File: src/rtl/pc_target_table.sv
// Programmable branch-target table: DEPTH absolute/PC-relative entries,
// registered target with taken/miss status one cycle after a lookup.
module pc_target_table #(
    parameter int D     = 10,
    parameter int A     = 8,
    parameter int DEPTH = 16
) (
    input  logic         Clk,
    input  logic         Reset,
    input  logic         branch,
    input  logic [A-1:0] addr,
    input  logic [D-1:0] pc,
    input  logic         wr_en,
    input  logic [A-1:0] wr_addr,
    input  logic [D-1:0] wr_data,
    input  logic         wr_rel,
    input  logic         wr_inval,
    input  logic         clr,
    output logic [D-1:0] target,
    output logic         taken,
    output logic         miss
);

    localparam int IW = (DEPTH > 1) ? $clog2(DEPTH) : 1;
    localparam logic [A:0] DEPTH_W = DEPTH[A:0];

    logic [DEPTH-1:0]        valid_q, valid_d;
    logic [DEPTH-1:0]        rel_q, rel_d;
    logic [DEPTH-1:0][D-1:0] data_q, data_d;

    logic [D-1:0] target_q, target_d;
    logic         taken_q, taken_d;
    logic         miss_q, miss_d;

    logic          wr_ok, rd_ok, hit;
    logic [IW-1:0] widx, ridx;

    assign wr_ok = ({1'b0, wr_addr} < DEPTH_W);
    assign rd_ok = ({1'b0, addr} < DEPTH_W);
    assign widx  = wr_addr[IW-1:0];
    assign ridx  = addr[IW-1:0];

    // Post-update state; the lookup reads it so same-cycle writes bypass.
    always_comb begin
        valid_d = clr ? '0 : valid_q;
        rel_d   = rel_q;
        data_d  = data_q;
        if (wr_en && wr_ok) begin
            if (wr_inval) begin
                valid_d[widx] = 1'b0;
            end else begin
                valid_d[widx] = 1'b1;
                rel_d[widx]   = wr_rel;
                data_d[widx]  = wr_data;
            end
        end
    end

    always_comb begin
        target_d = '0;
        taken_d  = 1'b0;
        miss_d   = 1'b0;
        hit      = rd_ok && valid_d[ridx];
        if (branch) begin
            if (hit) begin
                taken_d  = 1'b1;
                target_d = rel_d[ridx] ? pc + data_d[ridx] : data_d[ridx];
            end else begin
                miss_d = 1'b1;
            end
        end
    end

    always_ff @(posedge Clk or posedge Reset) begin
        if (Reset) begin
            valid_q  <= '0;
            target_q <= '0;
            taken_q  <= 1'b0;
            miss_q   <= 1'b0;
        end else begin
            valid_q  <= valid_d;
            target_q <= target_d;
            taken_q  <= taken_d;
            miss_q   <= miss_d;
        end
    end

    // Payload is meaningless while invalid, so it carries no reset.
    always_ff @(posedge Clk) begin
        rel_q  <= rel_d;
        data_q <= data_d;
    end

    assign target = target_q;
    assign taken  = taken_q;
    assign miss   = miss_q;

endmodule

File: config.mk
export PLATFORM = sky130hd
export DESIGN_NAME = pc_target_table
export DESIGN_NICKNAME = d
export VERILOG_FILES = /design/src/rtl/pc_target_table.sv
export SDC_FILE = /design/constraint.sdc
export NUM_CORES = 1
export LEC_CHECK = 0
export CELL_PAD_IN_SITES_DETAIL_PLACEMENT = 1
export CELL_PAD_IN_SITES_GLOBAL_PLACEMENT = 2
export CORE_MARGIN = 8
export CORE_UTILIZATION = 40
export CTS_CLUSTER_DIAMETER = 150
export DETAILED_ROUTE_END_ITERATION = 10
export GPL_TIMING_DRIVEN = 0
export MAX_ROUTING_LAYER = met4
export PLACE_DENSITY = 0.82
export SETUP_SLACK_MARGIN = 0.1
export SKIP_CTS_REPAIR_TIMING = 1
export SLEW_MARGIN = 40
export SYNTH_ARGS = -nofsm -noshare
export SYNTH_HDL_FRONTEND = slang
export SYNTH_SLANG_ARGS = --single-unit
File: constraint.sdc
create_clock -name Clk -period 3.7 [get_ports Clk]
set_input_delay 0.74 -clock Clk [delete_from_list [all_inputs] [get_ports Clk]]
set_output_delay 0.74 -clock Clk [all_outputs]
set_load 0.02 [all_outputs]
==> results of run 1 <==
==> worst min path at each step <==
stage	cells after the start	to	slack (ps)	start
floorplan	2	data_q[38]	410	data_q[38]
global placement	2	data_q[38]	420	data_q[38]
detailed placement	2	data_q[38]	430	data_q[38]
CTS	2	data_q[38]	450	data_q[38]
global route	2	data_q[38]	470	data_q[38]
finish	2	data_q[38]	460	data_q[38]
==> per-layer routing <==
layer  up-vias  GRT usage  routed length [um]
li1       3385          -                   -
met1      3795      0.277               14400
met2       167      0.358               15700
met3        42     0.0284                1230
met4         0     0.0664                 811
met5         -          -                   0
==> synthesized netlist by cell type (4+ instances only) <==
master	number	share of area
sky130_fd_sc_hd__clkbuf_1	37	0.015
sky130_fd_sc_hd__a211o_1	10	0.0094
sky130_fd_sc_hd__a2bb2oi_1	4	0.0038
sky130_fd_sc_hd__o21ai_0	23	0.012
sky130_fd_sc_hd__a21oi_1	14	0.0075
sky130_fd_sc_hd__nor2_1	23	0.0093
sky130_fd_sc_hd__ha_1	9	0.012
sky130_fd_sc_hd__a211oi_1	5	0.0040
sky130_fd_sc_hd__a31o_2	7	0.0066
sky130_fd_sc_hd__o22ai_1	18	0.012
sky130_fd_sc_hd__nor2b_1	4	0.0027
sky130_fd_sc_hd__dfxtp_1	176	0.38
sky130_fd_sc_hd__buf_2	18	0.0097
sky130_fd_sc_hd__dfrtp_1	28	0.075
sky130_fd_sc_hd__mux2_2	122	0.15
sky130_fd_sc_hd__xnor2_1	4	0.0038
sky130_fd_sc_hd__and3_1	4	0.0027
sky130_fd_sc_hd__or3_1	4	0.0027
sky130_fd_sc_hd__nand2b_1	4	0.0027
sky130_fd_sc_hd__xor2_1	5	0.0047
sky130_fd_sc_hd__o31ai_1	8	0.0064
sky130_fd_sc_hd__nand2_1	44	0.018
sky130_fd_sc_hd__nand3_1	31	0.017
sky130_fd_sc_hd__o211a_1	4	0.0043
sky130_fd_sc_hd__nor3_1	5	0.0027
sky130_fd_sc_hd__mux2i_1	42	0.045
sky130_fd_sc_hd__mux4_2	15	0.036
sky130_fd_sc_hd__o31a_1	4	0.0038
sky130_fd_sc_hd__inv_1	34	0.014
sky130_fd_sc_hd__a221oi_1	10	0.0094
sky130_fd_sc_hd__mux2_1	22	0.027
sky130_fd_sc_hd__nand3_2	4	0.0043
sky130_fd_sc_hd__nor4_1	9	0.0060
sky130_fd_sc_hd__o22a_1	9	0.0085
sky130_fd_sc_hd__a41oi_1	5	0.0047
sky130_fd_sc_hd__a311oi_1	5	0.0047
==> metrics by stage <==
step,cells,util
3_3_place_gp,1207,0.448
6_report,1306,0.526
3_5_place_dp,1207,0.449
2_1_floorplan,837,-
5_1_grt,1306,0.526
4_1_cts,1249,0.483
==> tightest hold or removal path: stages, from the launching register on <==
cell and delay (ps):
sky130_fd_sc_hd__dfxtp_1 310, sky130_fd_sc_hd__nand2_1 60, sky130_fd_sc_hd__nand2_1 50
==> where the power goes <==
part | switching, W | total [W] | internal (W)
Combinational | 0.000339 | 0.000604 | 0.000266
Sequential | 0.0000134 | 0.00227 | 0.00226
Clock | 0.000940 | 0.00240 | 0.00146
==> cell families (layout without fill, tap and decap cells) <==
| group | Yosys count | in the layout | synth area share |
|---|---|---|---|
| flip-flops | 204 | 204 | 0.453 |
| multiplexers | 201 | 201 | 0.255 |
| AO/OA/AOI/OAI | 159 | 159 | 0.130 |
| AND/OR/NAND/NOR | 156 | 156 | 0.0961 |
| buffers and inverters | 98 | 248 | 0.0435 |
| adder cells (fa/ha/maj) | 10 | 10 | 0.0142 |
| XOR/XNOR | 9 | 9 | 0.00845 |
==> cell type report <==
class                   instances  area, um2
flip-flops and latches        204       4220
plain buffers                  61        505
well taps                     319        399
fillers                      2437      11000
multi-input cells             535       5150
clock inverters                10        131
clock buffers                  32        661
repair buffers                108        988
inverters                      37        144
==> sequential cells by signal (all words and copies together), names as in the netlist <==
register  count
taken         1
rel_q        16
miss          1
data_q      160
target       10
valid_q      16
==> results.toml, run 1 <==
[synthesis]
yosysUniqueCellTypes = 81
netlist_instances = 837
postSynthNetCount = 890
ys_warn_count = 0
main_synth_ff_type = "sky130_fd_sc_hd__dfxtp_1"
post_synth_instance_area_um2 = 9330
post_syn_area_per_cell_um2 = 11.1
synth.yosys.seq_area_share = 0.453
fraction_of_registers_with_async_set_or_reset_after_synthesis = 0.137
synth_enable_flop_cells = 0
ys_ff_latch = 204

[critical_path]
startpoint_type_of_the_worst_setup_path = "input pin"
crit_path_frequent_cell = "sky130_fd_sc_hd__a21oi_4"
critical_path.max_stage_delay_ps = 570
worst_setup_path_startpoint = "wr_addr[7]"
worstSetupPathType = "input pin to flip-flop"
r2r-end = "target[9]"
crit_path_top_delay_cell = "sky130_fd_sc_hd__or4_4"
path_depth = 18
timing.critical_path.to = "target[9]"
crit_buf_inv = 3
crit-reg2reg-launch = "data_q[34]"
reg2reg_depth = 13
worstPathMaxFanout = 9
critical-path-top-delay-family = "compound AO/OA/AOI/OAI gates"
timing.critical_path.cells = "buf_6 -> nor4_4 -> buf_4 -> nand3_4 -> buf_12 -> mux2_2 -> mux4_2 -> a211oi_2 -> o2bb2ai_4 -> ha_4 -> a21oi_4 -> o211ai_1 -> or4_4 -> a31o_4 -> a21oi_4 -> xor2_2 -> o2111a_1 -> nor3_2"
crit_path_end_kind = "flip-flop"
worst_setup_slack_for_register_to_register_paths_ps = -90
critical_path_arrival_ps = 5010
timing.critical_path.required_ps = 4090

[floorplan]
core_area_um2 = 23200
core.rowCount = 56
die_h_um = 169
io_pins = 55
initial_standard_cell_utilization_of_the_core = 0.402
die-area_um2 = 28500
die-width_um = 169

[power_and_ir_drop]
pwr_cell_area_nw_per_um2 = 432
leakagePower_nw = 5.42
worst_ir_drop_vdd_uv = 378
power_w = 0.00527

[clock_tree]
clock_sink_count = 204
clk_path_buf_depth = 3
htree_levels = 1
clkSlewWorstSetupHoldPaths_ps = 60
ctsRootBufferMaster = "sky130_fd_sc_hd__clkbuf_16"
clk_latency_ps = 520
clock_tree_from_tritoncts = "yes"
numCtsBuffers = 23

[global_routing]
largest_net_degree_at_the_start_of_global_routing = 29
grt_util_overall = 0.218
first_global_vias = 7364
globalRoute.totalOverflow = 0
antenna_found_initial = 0
grt_pass1_wl_um = 45700

[timing]
timing.setup.tns_ps = -3160
max_slew_margin = 0.467
final-hold-violation-count = 0
max_freq_mhz = 217
final.min_clock_period_ps = 4620
final_min_period_over_clock_period = 1.25
worst_clock_skew_ps = 21.4
setup_violators_final = 5
timing_max_transition_violations_final = 0
grt_setup_unrepaired = "yes"
tightest_slew_ps = 799
whs_ps = 455
timing.final.ws_setup_ps = -918

[final_layout]
mostFrequentLayoutCell = "sky130_fd_sc_hd__dfxtp_1"
layout.nets = 1023
area.growth.synth_to_final_pct = 30.8
commonest_non_fill_non_tap_cells_in_the_layout = "176 x sky130_fd_sc_hd__dfxtp_1, 120 x sky130_fd_sc_hd__mux2_2, 55 x sky130_fd_sc_hd__buf_4, 43 x sky130_fd_sc_hd__clkdlybuf4s50_1, 42 x sky130_fd_sc_hd__mux2i_1"
num_antenna_cells = 0
stdcell_area_um2 = 12200
layout-drive-gt1-share = 0.366

[run]
max_cap_viol_count = 0

[placed_design]
numPortBuffers = 51
gp_congestion = 0.826
placed_area_um2 = 10400
dp_hpwl_um = 20900
placement.setup.worst_slack_ps = -2380

[route]
detail_route.wl_per_cell_um = 24.6
post_drt_via_cell_ratio = 5.66
route.antenna.remaining_nets = 0
drt_drc_violations_left = 0
first_iter_violations = 449
dr.pass1.iters = 5
detail_route.wirelength_um = 32100
via_count = 7389

[min_path]
tightest_hold_check_type = "flip-flop to flip-flop"

[status]
violations_in_the_final_reports = "negative setup slack"
outcome = "complete, but fails checks"
Note: power is estimated with default switching activity, not from simulation.
==> run 2, diff against run 1 <==
- CORE_MARGIN: 8 -> not set
==> results.toml, run 2 (same netlist as run 1, synthesis figures left out) <==
[min_path]
tightest_hold_check_type = "flip-flop to flip-flop"

[final_layout]
final_util = 0.535
reg.largest.list = "data_q (160), rel_q (16), valid_q (16)"
layout-drive-gt1-share = 0.370
largest_register_ffs = 160
mostFrequentLayoutCell = "sky130_fd_sc_hd__dfxtp_1"
area.growth.synth_to_final_pct = 30.7
layout.nets = 1030
commonest_non_fill_non_tap_cells_in_the_layout = "176 x sky130_fd_sc_hd__dfxtp_1, 119 x sky130_fd_sc_hd__mux2_2, 59 x sky130_fd_sc_hd__buf_4, 43 x sky130_fd_sc_hd__clkdlybuf4s50_1, 42 x sky130_fd_sc_hd__mux2i_1"
num_antenna_cells = 0
regMostFlops = "data_q"

[route]
routedLengthMet1_um = 14200
detail_route.wl_per_cell_um = 24.2
dr.pass1.iters = 5
detail_route.wirelength_um = 31600
wl_met2_um = 15200
routed.top_layer = "met4"
route.antenna.remaining_nets = 0
first_iter_violations = 401
via_count = 7422
drt_drc_violations_left = 0
post_drt_via_cell_ratio = 5.68
routed_wire_length_on_met3_um = 1300

[clock_tree]
clk_latency_ps = 520
htree_levels = 1
clock_tree_from_tritoncts = "yes"
clkSlewWorstSetupHoldPaths_ps = 60
clk_path_buf_depth = 3
numCtsBuffers = 23
ctsRootBufferMaster = "sky130_fd_sc_hd__clkbuf_16"
clock_sink_count = 204

[floorplan]
core_area_um2 = 22800
initial_standard_cell_utilization_of_the_core = 0.409
die-area_um2 = 23900
io_pins = 55
core.rowCount = 55
die-width_um = 155
die_h_um = 155

[timing]
final.min_clock_period_ps = 4550
final_min_period_over_clock_period = 1.23
max_slew_margin = 0.505
worst_clock_skew_ps = 15.9
tightest_slew_ps = 742
setup_violators_final = 5
timing_max_transition_violations_final = 0
grt_setup_unrepaired = "yes"
timing.final.ws_setup_ps = -849
final-hold-violation-count = 0
max_freq_mhz = 220

[critical_path]
critical_path_arrival_ps = 4960
worst_setup_slack_for_register_to_register_paths_ps = -20
timing.critical_path.required_ps = 4110
worstPathMaxFanout = 5
startpoint_type_of_the_worst_setup_path = "input pin"
worstSetupPathType = "input pin to flip-flop"
crit_path_end_kind = "flip-flop"

[global_routing]
grt_pass1_wl_um = 45500
globalRoute.totalOverflow = 0
antenna_found_initial = 0
grt_util_overall = 0.263
largest_net_degree_at_the_start_of_global_routing = 29
first_global_vias = 7397

[power_and_ir_drop]
pwr_cell_area_nw_per_um2 = 422
worst_ir_drop_vdd_uv = 343
leakagePower_nw = 5.40

[status]
outcome = "complete, but fails checks"
violations_in_the_final_reports = "negative setup slack"

[placed_design]
gp_congestion = 0.815
placement.setup.worst_slack_ps = -2440
dp_hpwl_um = 20500
numPortBuffers = 51

[run]
max_cap_viol_count = 0
-- run 2: critical path: stages --
cell and delay [ps]:
sky130_fd_sc_hd__buf_6 100, sky130_fd_sc_hd__nor3b_4 270, sky130_fd_sc_hd__buf_6 180, sky130_fd_sc_hd__buf_12 110
sky130_fd_sc_hd__nand3_4 100, sky130_fd_sc_hd__buf_4 150, sky130_fd_sc_hd__mux2_2 280, sky130_fd_sc_hd__mux4_2 480
sky130_fd_sc_hd__or3_4 400, sky130_fd_sc_hd__and4_4 190, sky130_fd_sc_hd__ha_4 270, sky130_fd_sc_hd__nand3_2 60
sky130_fd_sc_hd__o211ai_1 130, sky130_fd_sc_hd__or4_4 560, sky130_fd_sc_hd__a31o_4 240, sky130_fd_sc_hd__a21oi_4 150
sky130_fd_sc_hd__xor2_2 240, sky130_fd_sc_hd__o2111a_1 250, sky130_fd_sc_hd__nor3_2 50
-- run 2: stage by stage --
step | power, W | TNS (ps) | hold slack [ps] | cell area [um2] | std cells
2_1_floorplan | 0.00263 | -2740 | 411 | 9480 | 837
3_3_place_gp | 0.00281 | -23550 | 419 | 10400 | 1201
3_5_place_dp | 0.00282 | -17140 | 440 | 10400 | 1201
4_1_cts | 0.00508 | -11310 | 454 | 11100 | 1243
5_1_grt | 0.00531 | -3540 | 477 | 12200 | 1307
6_report | 0.00514 | -2850 | 461 | 12200 | 1307
-- run 2: area by class of cell --
| class | instances | area (um2) |
|---|---|---|
| Multi-Input combinational cell | 535 | 5150 |
| Tap cell | 313 | 392 |
| Sequential cell | 204 | 4220 |
| Timing Repair Buffer | 115 | 1050 |
| Clock inverter | 13 | 120 |
| Inverter | 37 | 141 |
| Buffer | 61 | 492 |
| Fill cell | 2389 | 10600 |
| Clock buffer | 29 | 618 |
-- run 2: worst paths after layout --
path                                 start          end  cells past startpoint
worst min-delay path            data_q[37]   data_q[37]                      2
min in group asynchronous            Reset    target[4]                      2
max in group asynchronous            Reset  valid_q[15]                      2
worst min register to register  data_q[37]   data_q[37]                      2
worst max register to register  data_q[14]    target[9]                     13
worst max-delay path            wr_addr[4]    target[9]                     19
-- run 2: metal layers --
layer / up-vias / track usage
li1: 3405 / -
met5: - / -
met1: 3763 / 0.344
met2: 192 / 0.425
met3: 62 / 0.0364
met4: 0 / 0.0745
-- run 2: power by group --
| part | switching [W] | internal [W] |
|---|---|---|
| clock network | 0.000943 | 0.00132 |
| registers | 0.0000129 | 0.00226 |
| logic | 0.000341 | 0.000266 |
| total | 0.00130 | 0.00385 |
==> run 3, diff against run 2 <==
- CELL_PAD_IN_SITES_DETAIL_PLACEMENT: 1 -> not set
- CELL_PAD_IN_SITES_GLOBAL_PLACEMENT: 2 -> not set
- CORE_UTILIZATION: 40 -> 50
- CTS_BUF_LIST: not set -> sky130_fd_sc_hd__clkbuf_8
- PLACE_DENSITY: 0.82 -> 0.72
==> results.toml, run 3 (same netlist as run 1, synthesis figures left out) <==
[floorplan]
initial_standard_cell_utilization_of_the_core = 0.514
io_pins = 55
die-area_um2 = 19200
core.rowCount = 49
die_h_um = 139
core_area_um2 = 18100
die-width_um = 139

[timing]
max_slew_margin = 0.458
timing.final.ws_setup_ps = -918
final_min_period_over_clock_period = 1.25
final.min_clock_period_ps = 4620
max_freq_mhz = 217
worst_clock_skew_ps = 16.3
final-hold-violation-count = 0
timing_max_transition_violations_final = 0
whs_ps = 449
setup_violators_final = 6
tightest_slew_ps = 813
grt_setup_unrepaired = "yes"

[global_routing]
antenna_found_initial = 0
largest_net_degree_at_the_start_of_global_routing = 29
first_global_vias = 6916
grt_util_overall = 0.275
grt_pass1_wl_um = 39000
globalRoute.totalOverflow = 0

[clock_tree]
numCtsBuffers = 36
clk_path_buf_depth = 3
clk_latency_ps = 540
clkSlewWorstSetupHoldPaths_ps = 60
ctsRootBufferMaster = "sky130_fd_sc_hd__clkbuf_8"
clock_tree_from_tritoncts = "yes"
clock_sink_count = 204
htree_levels = 2

[critical_path]
crit_path_end_kind = "flip-flop"
crit-reg2reg-launch = "data_q[14]"
critical_path_arrival_ps = 5040
critical-path-top-delay-family = "simple AND/OR/NAND/NOR gates"
worst_setup_slack_for_register_to_register_paths_ps = 60
timing.critical_path.cells = "clkdlybuf4s50_1 -> clkbuf_2 -> nand2_1 -> nor2_4 -> a221oi_1 -> and3_1 -> o2bb2ai_2 -> ha_1 -> a21oi_2 -> o211ai_1 -> or4_4 -> a31o_4 -> a21oi_4 -> xor2_2 -> o2111a_1 -> nor3_2"
worstPathMaxFanout = 10
crit_buf_inv = 2
timing.critical_path.required_ps = 4120
critical_path.max_stage_delay_ps = 630
crit_path_top_delay_cell = "sky130_fd_sc_hd__clkdlybuf4s50_1"
r2r-end = "target[9]"
startpoint_type_of_the_worst_setup_path = "input pin"
reg2reg_depth = 13
worstSetupPathType = "input pin to flip-flop"

[status]
violations_in_the_final_reports = "design-rule violations, negative setup slack"
outcome = "complete, but fails checks"

[placed_design]
gp_congestion = 0.867
dp_hpwl_um = 18100
numPortBuffers = 51
placement.setup.worst_slack_ps = -2100

[route]
route.antenna.remaining_nets = 0
detail_route.wirelength_um = 26600
dr.pass1.iters = 8
via_count = 7401
first_iter_violations = 612
drt_drc_violations_left = 4
detail_route.wl_per_cell_um = 21.8
post_drt_via_cell_ratio = 6.07

[final_layout]
mostFrequentLayoutCell = "sky130_fd_sc_hd__dfxtp_1"
num_antenna_cells = 0
area.growth.synth_to_final_pct = 23.8
final_util = 0.636
layout-drive-gt1-share = 0.335
layout.filler_cells = 1449
commonest_non_fill_non_tap_cells_in_the_layout = "176 x sky130_fd_sc_hd__dfxtp_1, 122 x sky130_fd_sc_hd__mux2_2, 46 x sky130_fd_sc_hd__inv_1, 45 x sky130_fd_sc_hd__clkbuf_8, 44 x sky130_fd_sc_hd__nand2_1"
largest_register_ffs = 160
reg.largest.list = "data_q (160), rel_q (16), valid_q (16)"
layout.nets = 1019
regMostFlops = "data_q"

[power_and_ir_drop]
leakagePower_nw = 5.22
worst_ir_drop_vdd_uv = 291
pwr_cell_area_nw_per_um2 = 418
clock_power_share = 0.419
power.share.combinational = 0.111
netSwitchingPower_w = 0.00125
internal_power_w = 0.00358
power_frac_seq = 0.470
proportion_of_total_power_due_to_net_switching = 0.258

[min_path]
holdPathStages = 2
worstHoldEndpoint = "data_q[38]"
worst_hold_startpoint = "data_q[38]"
tightest_hold_check_type = "flip-flop to flip-flop"

[run]
max_cap_viol_count = 0
==> run 3: changes by cell type in the layout (fill, tap and decap cells not counted), moves of 5 or more <==
cell / before / now
sky130_fd_sc_hd__clkbuf_8: 2 / 45
sky130_fd_sc_hd__clkbuf_16: 23 / 1
sky130_fd_sc_hd__buf_4: 59 / 40
sky130_fd_sc_hd__inv_1: 33 / 46
sky130_fd_sc_hd__buf_12: 12 / 4
sky130_fd_sc_hd__buf_6: 19 / 11
sky130_fd_sc_hd__buf_2: 4 / 9
sky130_fd_sc_hd__clkinv_2: 7 / 2
sky130_fd_sc_hd__nand3_1: 21 / 26
==> run 3: layout make-up <==
cell class | count | area (um2) | share of cell area
buffer | 61 | 423 | 0.0366
clock buffer | 45 | 619 | 0.0536
clock inverter | 17 | 75.1 | 0.00650
inverter | 37 | 145 | 0.0126
multi-input combinational | 535 | 4950 | 0.429
sequential | 204 | 4220 | 0.366
tap | 229 | 287 | 0.0248
timing repair buffer | 91 | 821 | 0.0711
==> run 3: power groups by stage <==
stage	clock network, W	registers [W]	logic (W)
3_3_place_gp	0	0.00231	0.000480
4_1_cts	0.00203	0.00227	0.000492
6_report	0.00202	0.00227	0.000538
3_5_place_dp	0	0.00232	0.000488
2_1_floorplan	0	0.00231	0.000318
5_1_grt	0.00213	0.00227	0.000575
==> run 3: per-layer routing <==
layer	part of all wire	track usage	vias up
met1	0.41	0.336	3631
met4	0.033	0.110	0
li1	-	-	3389
met3	0.079	0.0611	77
met2	0.48	0.440	304
met5	0	-	-
==> run 3: worst reg2reg max path: cells and delay by family, from the launching register on <==
| family | cells | cell delay [ps] |
|---|---|---|
| AND/OR/NAND/NOR | 5 | 1250 |
| multiplexers | 2 | 770 |
| AO/OA/AOI/OAI | 4 | 760 |
| flip-flops | 1 | 310 |
| adder cells (fa/ha/maj) | 1 | 240 |
| XOR/XNOR | 1 | 200 |
==> run 3: worst max path at each step <==
stage / startpoint / end / slack (ps) / depth (start not counted)
2_1_floorplan: wr_addr[0] / target[9] / -790 / 17
3_3_place_gp: addr[1] / target[9] / -2570 / 17
3_5_place_dp: addr[1] / target[9] / -2100 / 17
4_1_cts: addr[1] / target[9] / -1580 / 17
5_1_grt: wr_en / target[9] / -1000 / 18
6_report: addr[1] / target[9] / -920 / 16
==> run 3: through the flow <==
| stage | instances | cell area (um2) | TNS, ps | power (W) |
|---|---|---|---|---|
| after CTS | 1179 | 11000 | -8550 | 0.00480 |
| final | 1219 | 11500 | -2810 | 0.00483 |
| after detailed placement | 1117 | 10300 | -14210 | 0.00280 |
| after floorplan | 837 | 9480 | -2740 | 0.00263 |
| after global routing | 1219 | 11500 | -3550 | 0.00498 |
| after global placement | 1117 | 10300 | -18000 | 0.00279 |
